<file path="config.mk">
export PLATFORM = sky130hd
export DESIGN_NAME = fifo_uart_tx
export DESIGN_NICKNAME = d
export VERILOG_FILES = /design/src/rtl/uart_pkg.sv /design/src/rtl/uart_baud_counter.sv /design/src/rtl/fifo_uart_tx.sv
export SDC_FILE = /design/constraint.sdc
export NUM_CORES = 1
export LEC_CHECK = 0
export ABC_AREA = 0
export CAP_MARGIN = 40
export CORE_ASPECT_RATIO = 0.6
export CORE_MARGIN = 2
export CORE_UTILIZATION = 25
export DETAILED_ROUTE_END_ITERATION = 8
export PLACE_DENSITY = 0.52
export SYNTH_ARGS = -nofsm -noshare
export SYNTH_HDL_FRONTEND = slang
export SYNTH_SLANG_ARGS = --single-unit
</file>
<file path="constraint.sdc">
create_clock -name clk -period 1.95 [get_ports clk]
set_input_delay 0.2925 -clock clk [delete_from_list [all_inputs] [get_ports clk]]
set_output_delay 0.2925 -clock clk [all_outputs]
set_load 0.02 [all_outputs]
</file>
<file path="src/rtl/uart_pkg.sv">
// uart_pkg: shared UART transmitter types, line constants and baud helper.
// Contents:
//   state_t   - transmitter FSM encoding (PARITY only when UART_TX_PARITY_EN is defined)
//   START_BIT - line level of the start symbol
//   STOP_BIT  - line level of the stop symbol (also the idle level)
//   calc_cps  - clock cycles per serial symbol, truncating division
package uart_pkg;

    typedef enum logic [2:0] {
        IDLE   = 3'd0,
        FETCH  = 3'd1,
        START  = 3'd2,
        DATA   = 3'd3,
`ifdef UART_TX_PARITY_EN
        PARITY = 3'd4,
`endif
        STOP   = 3'd5
    } state_t;

    localparam logic START_BIT = 1'b0;
    localparam logic STOP_BIT  = 1'b1;

    function automatic int calc_cps(input int clock_freq, input int baud_rate);
        return clock_freq / baud_rate;
    endfunction

endpackage

</file>
<file path="src/rtl/uart_baud_counter.sv">
// uart_baud_counter: free-running symbol timer that ticks on the last cycle of each symbol.
// Ports:
//   clk   - clock, rising edge
//   rst   - synchronous active-high reset, counter to 0
//   clear - synchronous restart of the symbol timer
//   tick  - high on cycle CPS-1 of the current symbol
module uart_baud_counter #(
    parameter int CPS = 10
) (
    input  logic clk,
    input  logic rst,
    input  logic clear,
    output logic tick
);
    localparam int CW = (CPS > 1) ? $clog2(CPS) : 1;
    localparam logic [CW-1:0] LAST = CW'(CPS - 1);

    logic [CW-1:0] cnt;

    assign tick = cnt == LAST;

    always_ff @(posedge clk) begin
        if (rst || clear || tick)
            cnt <= '0;
        else
            cnt <= cnt + 1'b1;
    end

endmodule

</file>
<file path="src/rtl/fifo_uart_tx.sv">
// fifo_uart_tx: UART transmitter that pops words from an upstream FIFO and sends 8N1-style frames.
// Build option: define UART_TX_PARITY_EN to add an even-parity symbol between data and stop.
// Ports:
//   clk        - clock, rising edge
//   rst        - synchronous active-high reset; aborts any frame in flight
//   fifo_empty - upstream FIFO holds no data
//   fifo_dout  - upstream FIFO read data, valid the cycle after a pop
//   fifo_rd_en - one-cycle pop strobe, only in IDLE and only when the FIFO is non-empty
//   serial_out - registered UART line, idle high
//   busy       - high whenever the transmitter is not in IDLE
module fifo_uart_tx
    import uart_pkg::*;
#(
    parameter int CLOCK_FREQ = 125_000_000,
    parameter int BAUD_RATE  = 115_200,
    parameter int WIDTH      = 8
) (
    input  logic             clk,
    input  logic             rst,
    input  logic             fifo_empty,
    input  logic [WIDTH-1:0] fifo_dout,
    output logic             fifo_rd_en,
    output logic             serial_out,
    output logic             busy
);
    localparam int CPS = calc_cps(CLOCK_FREQ, BAUD_RATE);
    localparam int BW = (WIDTH > 1) ? $clog2(WIDTH) : 1;
    localparam logic [BW-1:0] LAST_BIT = BW'(WIDTH - 1);

    state_t           state, state_n;
    logic [WIDTH-1:0] shreg, shreg_n;
    logic [BW-1:0]    bit_cnt, bit_cnt_n;
    logic             tick;
    logic             line_n;
`ifdef UART_TX_PARITY_EN
    logic             par, par_n;
`endif

    // Every state change restarts the symbol timer so each symbol lasts exactly CPS cycles.
    uart_baud_counter #(.CPS(CPS)) u_baud (
        .clk   (clk),
        .rst   (rst),
        .clear (state_n != state),
        .tick  (tick)
    );

    assign busy = !rst && state != IDLE;

    always_comb begin
        state_n    = state;
        shreg_n    = shreg;
        bit_cnt_n  = bit_cnt;
        fifo_rd_en = 1'b0;
`ifdef UART_TX_PARITY_EN
        par_n      = par;
`endif
        case (state)
            IDLE: begin
                if (!fifo_empty) begin
                    fifo_rd_en = 1'b1;
                    state_n    = FETCH;
                end
            end
            FETCH: begin
                shreg_n   = fifo_dout;
                bit_cnt_n = '0;
`ifdef UART_TX_PARITY_EN
                par_n     = ^fifo_dout;
`endif
                state_n   = START;
            end
            START: state_n = tick ? DATA : START;
            DATA: begin
                if (tick) begin
                    shreg_n   = shreg >> 1;
                    bit_cnt_n = (bit_cnt == LAST_BIT) ? '0 : bit_cnt + 1'b1;
`ifdef UART_TX_PARITY_EN
                    state_n   = (bit_cnt == LAST_BIT) ? PARITY : DATA;
`else
                    state_n   = (bit_cnt == LAST_BIT) ? STOP : DATA;
`endif
                end
            end
`ifdef UART_TX_PARITY_EN
            PARITY: state_n = tick ? STOP : PARITY;
`endif
            STOP: state_n = tick ? IDLE : STOP;
            default: state_n = IDLE;
        endcase
        // Reset drops any popped word and blocks new pops.
        if (rst) begin
            state_n    = IDLE;
            fifo_rd_en = 1'b0;
        end
        // The line is registered from the level the next state will present.
`ifdef UART_TX_PARITY_EN
        line_n = (state_n == START)  ? START_BIT :
                 (state_n == DATA)   ? shreg_n[0] :
                 (state_n == PARITY) ? par_n : STOP_BIT;
`else
        line_n = (state_n == START) ? START_BIT :
                 (state_n == DATA)  ? shreg_n[0] : STOP_BIT;
`endif
    end

    always_ff @(posedge clk) begin
        if (rst) begin
            state      <= IDLE;
            shreg      <= '0;
            bit_cnt    <= '0;
            serial_out <= STOP_BIT;
`ifdef UART_TX_PARITY_EN
            par        <= 1'b0;
`endif
        end else begin
            state      <= state_n;
            shreg      <= shreg_n;
            bit_cnt    <= bit_cnt_n;
            serial_out <= line_n;
`ifdef UART_TX_PARITY_EN
            par        <= par_n;
`endif
        end
    end

endmodule

</file>
==> results of run 1 <==
layer usage:
layer,share of wire,global-route usage,vias up
met4,0.020,0.0469,0
met5,0,0,-
met1,0.52,0.153,504
met3,0.030,0.0282,6
met2,0.43,0.172,25
li1,-,-,551
power groups by stage:
| stage | sequential [mW] | clock, mW | combinational [mW] |
|---|---|---|---|
| global placement | 0.577 | 0 | 0.164 |
| CTS | 0.566 | 0.457 | 0.175 |
| global route | 0.569 | 0.484 | 0.191 |
| detailed placement | 0.578 | 0 | 0.167 |
| finish | 0.566 | 0.447 | 0.174 |
| floorplan | 0.576 | 0 | 0.0991 |
critical path, stage by stage, from the launching register on:
cell	delay, ps
dfxtp_2	330
inv_1	50
ha_1	130
or4b_4	480
or3_4	380
a311o_1	360
o31ai_2	180
layout make-up:
type	instances	area, sq um	area share
multi-input cells	100	694	0.419
flip-flops and latches	26	522	0.314
repair buffers	27	259	0.156
well taps	63	78.8	0.0475
clock buffers	3	41.3	0.0249
inverters	9	33.8	0.0204
clock inverters	1	30.0	0.0181
state kept, by name, summed over array words and instances, names as in the netlist:
| signal | cells |
|---|---|
| shreg | 8 |
| state | 3 |
| bit_cnt | 3 |
| u_baud.cnt | 11 |
| serial_out | 1 |
cell families after synthesis:
family / Yosys count
AND/OR/NAND/NOR: 59
buffers and inverters: 17
XOR/XNOR: 10
flip-flops: 26
AO/OA/AOI/OAI: 26
multiplexers: 1
adder cells (fa/ha/maj): 4
through the flow:
stage	TNS [ps]	util	area, sq um	worst slack (ps)	hold slack [ps]
floorplan	-26.3	-	1280	-26.3	407
global placement	-407	0.330	1550	-27.7	466
detailed placement	-1070	0.330	1550	-86.7	473
CTS	-76.9	0.351	1650	-41.1	487
global route	-807	0.352	1660	-125	516
finish	-29.3	0.352	1660	-29.3	488
final timing paths:
kind / endpoint / from / slack (ps) / cells past startpoint
min: shreg[7]$_SDFFE_PP0P_ / shreg[7]$_SDFFE_PP0P_ / 490 / 2
min reg2reg: shreg[7]$_SDFFE_PP0P_ / shreg[7]$_SDFFE_PP0P_ / 490 / 2
max: serial_out$_SDFF_PP1_ / u_baud.cnt[0]$_SDFF_PP0_ / -30 / 6
max reg2reg: serial_out$_SDFF_PP1_ / u_baud.cnt[0]$_SDFF_PP0_ / -30 / 6
cells in the mapped netlist (2+ instances only):
cell / instances / area share
o32ai_1: 3 / 0.021
nand2_1: 4 / 0.012
nor3_1: 4 / 0.016
ha_1: 4 / 0.040
nand2b_1: 4 / 0.020
buf_2: 3 / 0.012
nand4b_1: 2 / 0.014
xnor2_1: 7 / 0.049
xor2_1: 3 / 0.021
o221a_2: 6 / 0.054
nand3_1: 8 / 0.032
dfxtp_1: 26 / 0.42
o21ai_0: 2 / 0.0080
clkbuf_1: 4 / 0.012
or3_1: 2 / 0.010
a21oi_1: 7 / 0.028
inv_1: 9 / 0.027
nor2_1: 27 / 0.081
repair_timing:
action,CTS,global route
resized for setup,3,1
setup buffers,1,0
setup endpoints to repair,23,23
pin swaps,1,0
endpoints found under the hold margin,0,0
==> impl_metrics.yaml, run 1 <==
finish:
  fin_nets: 182
  fillers: 484
  final_common_cell: "nor2_1"
  insertedDiodeCount: 0
  area_delta_synth_final_pct: 32.3
  drive_gt1_frac: 0.205
  final_cells: 229
  most-common-layout-cells: "27 x nor2_1, 25 x dfxtp_1, 12 x clkdlybuf4s50_1, 12 x buf_4, 9 x inv_1"
global_route:
  grt_max_degree: 20
  grt_pass1_vias: 1084
  overflow: 0
  grt_pass1_wl_mm: 5.00
  antenna_found_initial: 0
  grtUsageTotal: 0.113
placed_design:
  port-buffer-count: 13
  place_inst: 224
  hpwl_mm: 2.12
  gp_congestion: 0.764
routing:
  post_drt_wl_per_cell_um: 12.2
  drt-total-wl_mm: 2.79
  drt_pre_antenna_iters: 4
  drc: 0
  drtAntennaViolNets: 0
  via_per_inst: 4.74
  vias: 1086
  drtIter0Drc: 82
timing:
  slew_viol_final: 0
  min_period_over_period: 1.02
  finalWorstSetupSlack_ps: -29.3
  relSlewSlack: 0.708
  tightest_slew_ps: 432
  fin_crit_ps: 1980
  fin_skew_ps: 2.53
  rsz0062_at_grt: "true"
  hold_viol: 0
  fmax_ghz: 0.505
  setup_violations: 1
critical_path:
  worstSetupPathType: "reg2reg"
  cp_max_fo: 4
  cp.arrival_ps: 2170
  start_kind: "register"
  crit_required_ps: 2140
  crit_path_end_kind: "register"
synth:
  synthXorXnorAreaFrac: 0.0699
  synth-simple-area-share: 0.238
  synth-edff-count: 0
  synth_cell_types: 36
  avgSynthCellArea_sq_um: 8.77
  ys_warn_count: 0
  synthArstFlopShare: 0
  synth_compound_area_frac: 0.172
  synth_flop_cell: "dfxtp_1"
  syn_area_sq_um: 1250
  synthCells: 143
  synthAdderAreaFrac: 0.0399
  synth_nets: 158
  synth_mux_area_frac: 0.00898
  synth_seq_area_share: 0.415
  ys_ff_latch: 26
  synth_top_family_by_area: "simple AND/OR/NAND/NOR gates"
clocking:
  cts_tree: "built"
  cts-buffers-inserted: 3
  cts-root-buf: "clkbuf_8"
  hold_buffers: 0
  clkSinkCount: 26
  clockBufferDepth: 2
  htreeDepth: 1
  clk_latency_ps: 270
  cts.reportedPaths.clkPinSlew_ps: 90
power_and_ir_drop:
  powerDensity_nw_per_um2: 715
  p_leak_nw: 0.598
  vdd_drop_max_uv: 348
  power_frac_clock: 0.377
  p_sw_frac: 0.224
  p_total_mw: 1.19
  combPwrFrac: 0.146
  pwr-share-seq: 0.477
  p_int_uw: 921
  p_switching_uw: 265
floorplan:
  core_area_sq_um: 4710
  die_area_sq_um: 5620
  num_rows: 19
  die-width_um: 95.4
  io_pins: 14
  die_h_um: 58.9
  initial_core_util: 0.266
hold_path:
  hold_path_class: "reg2reg"
status:
  status: "finished, violations left"
  violations: "setup timing"
flow_run:
  maxCapViolCount: 0
Note: power is estimated with default switching activity, not from simulation.
==> run 2, diff against run 1 <==
MAX_ROUTING_LAYER = met4   (was default)
==> run 2 against run 1 <==
Effect of this change: the run still ends with setup timing left; worst hold slack gained 1.1 ps; global-route usage grew 0.34 points; core utilization stayed put; sequential power about the same; critical path type unchanged; highest routed layer unchanged.
==> impl_metrics.yaml, run 2 (synthesis results as in run 1) <==
routing:
  via_per_inst: 4.75
  drt-total-wl_mm: 2.79
  vias: 1088
  drc: 0
  drtAntennaViolNets: 0
  post_drt_wl_per_cell_um: 12.2
  drt_pre_antenna_iters: 4
  drtIter0Drc: 82
hold_path:
  hold_path_depth: 2
  holdPathEnd: "shreg[7]$_SDFFE_PP0P_"
  hold_path_class: "reg2reg"
  hp-start: "shreg[7]$_SDFFE_PP0P_"
floorplan:
  initial_core_util: 0.266
  core_area_sq_um: 4710
  num_rows: 19
  die_h_um: 58.9
  io_pins: 14
  die-width_um: 95.4
  die_area_sq_um: 5620
timing:
  rsz0062_at_grt: "true"
  slew_viol_final: 0
  finalWorstSetupSlack_ps: -30.9
  hold_viol: 0
  setup_violations: 1
  fin_crit_ps: 1980
  relSlewSlack: 0.708
  min_period_over_period: 1.02
  tightest_slew_ps: 432
  fin_skew_ps: 1.78
  fmax_ghz: 0.505
power_and_ir_drop:
  combPwrFrac: 0.146
  p_switching_uw: 267
  pwr-share-seq: 0.476
  vdd_drop_max_uv: 349
  p_leak_nw: 0.598
  powerDensity_nw_per_um2: 716
  power_frac_clock: 0.377
  p_sw_frac: 0.224
  p_int_uw: 921
clocking:
  clkSinkCount: 26
  clk_latency_ps: 270
  cts_tree: "built"
  htreeDepth: 1
  cts.reportedPaths.clkPinSlew_ps: 90
  clockBufferDepth: 2
  cts-root-buf: "clkbuf_8"
  cts-buffers-inserted: 3
finish:
  largest-register: "u_baud.cnt"
  largest_reg_flops: 11
  final_util: 0.352
  fillers: 484
  drive_gt1_frac: 0.205
  fin_nets: 182
  largest_registers: "u_baud.cnt: 11 flops, shreg: 8 flops"
  area_delta_synth_final_pct: 32.3
  final_common_cell: "nor2_1"
  design_area_sq_um: 1660
  most-common-layout-cells: "27 x nor2_1, 25 x dfxtp_1, 12 x clkdlybuf4s50_1, 12 x buf_4, 9 x inv_1"
  insertedDiodeCount: 0
critical_path:
  cp_slowest_cell: "or4b_4"
  worstSetupPathType: "reg2reg"
  worst_r2r_endpoint: "serial_out$_SDFF_PP1_"
  r2r-start: "u_baud.cnt[0]$_SDFF_PP0_"
  r2r_cells: 6
  start_kind: "register"
  cp.arrival_ps: 2180
  crit_path_end_kind: "register"
  slowest_delay_ps: 480
  ff2ff_setup_slack_ps: -30
  crit_path_cell_trace: "inv_1 > ha_1 > or4b_4 > or3_4 > a311o_1 > o31ai_2"
  crit_required_ps: 2140
  cp_max_fo: 4
global_route:
  grtUsageTotal: 0.116
  antenna_found_initial: 0
  grt_pass1_vias: 1085
  grt_pass1_wl_mm: 5.00
  grt_max_degree: 20
  overflow: 0
placed_design:
  dpl_cell_area_sq_um: 1550
  port-buffer-count: 13
  gp_congestion: 0.774
  hpwl_mm: 2.12
status:
  status: "finished, violations left"
  violations: "setup timing"
flow_run:
  maxCapViolCount: 0
run 2: cell counts in the layout (fill, tap and decap cells not counted):
No cell type changed its count.
run 2: area by class of cell:
cell class                      count  area [sq um]  area share
Timing Repair Buffer               27           259       0.156
Tap cell                           63          78.8      0.0475
Sequential cell                    26           522       0.314
Multi-Input combinational cell    100           694       0.419
Inverter                            9          33.8      0.0204
Clock buffer                        3          41.3      0.0249
Clock inverter                      1          30.0      0.0181
run 2: power groups by stage:
stage	combinational [mW]	clock, mW	sequential, mW
finish	0.174	0.448	0.566
global route	0.191	0.484	0.569
CTS	0.175	0.457	0.566
detailed placement	0.167	0	0.578
global placement	0.164	0	0.577
floorplan	0.0991	0	0.576
run 2: how the worst max path moves through the flow:
| stage | from | endpoint | slack (ps) | cells past startpoint |
|---|---|---|---|---|
| floorplan | u_baud.cnt[0]$_SDFF_PP0_ | serial_out$_SDFF_PP1_ | -30 | 7 |
| global placement | u_baud.cnt[0]$_SDFF_PP0_ | u_baud.cnt[6]$_SDFF_PP0_ | -30 | 8 |
| detailed placement | u_baud.cnt[0]$_SDFF_PP0_ | serial_out$_SDFF_PP1_ | -90 | 6 |
| CTS | u_baud.cnt[0]$_SDFF_PP0_ | serial_out$_SDFF_PP1_ | -40 | 6 |
| global route | u_baud.cnt[0]$_SDFF_PP0_ | serial_out$_SDFF_PP1_ | -130 | 6 |
| finish | u_baud.cnt[0]$_SDFF_PP0_ | serial_out$_SDFF_PP1_ | -30 | 6 |
run 2: critical path, delay by kind of cell, from the launching register on:
kind	cells	cell delay, ps
AO/OA/AOI/OAI	2	540
adder cells (fa/ha/maj)	1	130
buffers and inverters	1	50
flip-flops	1	330
AND/OR/NAND/NOR	2	860
run 2: repair_timing:
action                     in CTS  in global routing
pin swaps                       1                  0
hold buffers                    0                  0
setup endpoints to repair      23                 23
resized for setup               3                  1
buffers inserted                1                  0
run 2: routing by layer:
layer  part of all wire  wire length [um]  GRT usage
met2               0.44              1220      0.172
met3              0.026                73     0.0269
met1               0.53              1470      0.153
met5                  0                 0          -
met4             0.0097                27     0.0469
run 2: through the flow:
stage | hold slack (ps) | setup WS, ps | power, mW | TNS (ps) | cells
2_1_floorplan | 407 | -26.3 | 0.675 | -26.3 | 143
3_3_place_gp | 466 | -27.7 | 0.740 | -407 | 224
3_5_place_dp | 473 | -86.7 | 0.744 | -1070 | 224
4_1_cts | 487 | -41.1 | 1.20 | -76.9 | 229
5_1_grt | 516 | -125 | 1.24 | -807 | 229
6_report | 489 | -30.9 | 1.19 | -30.9 | 229
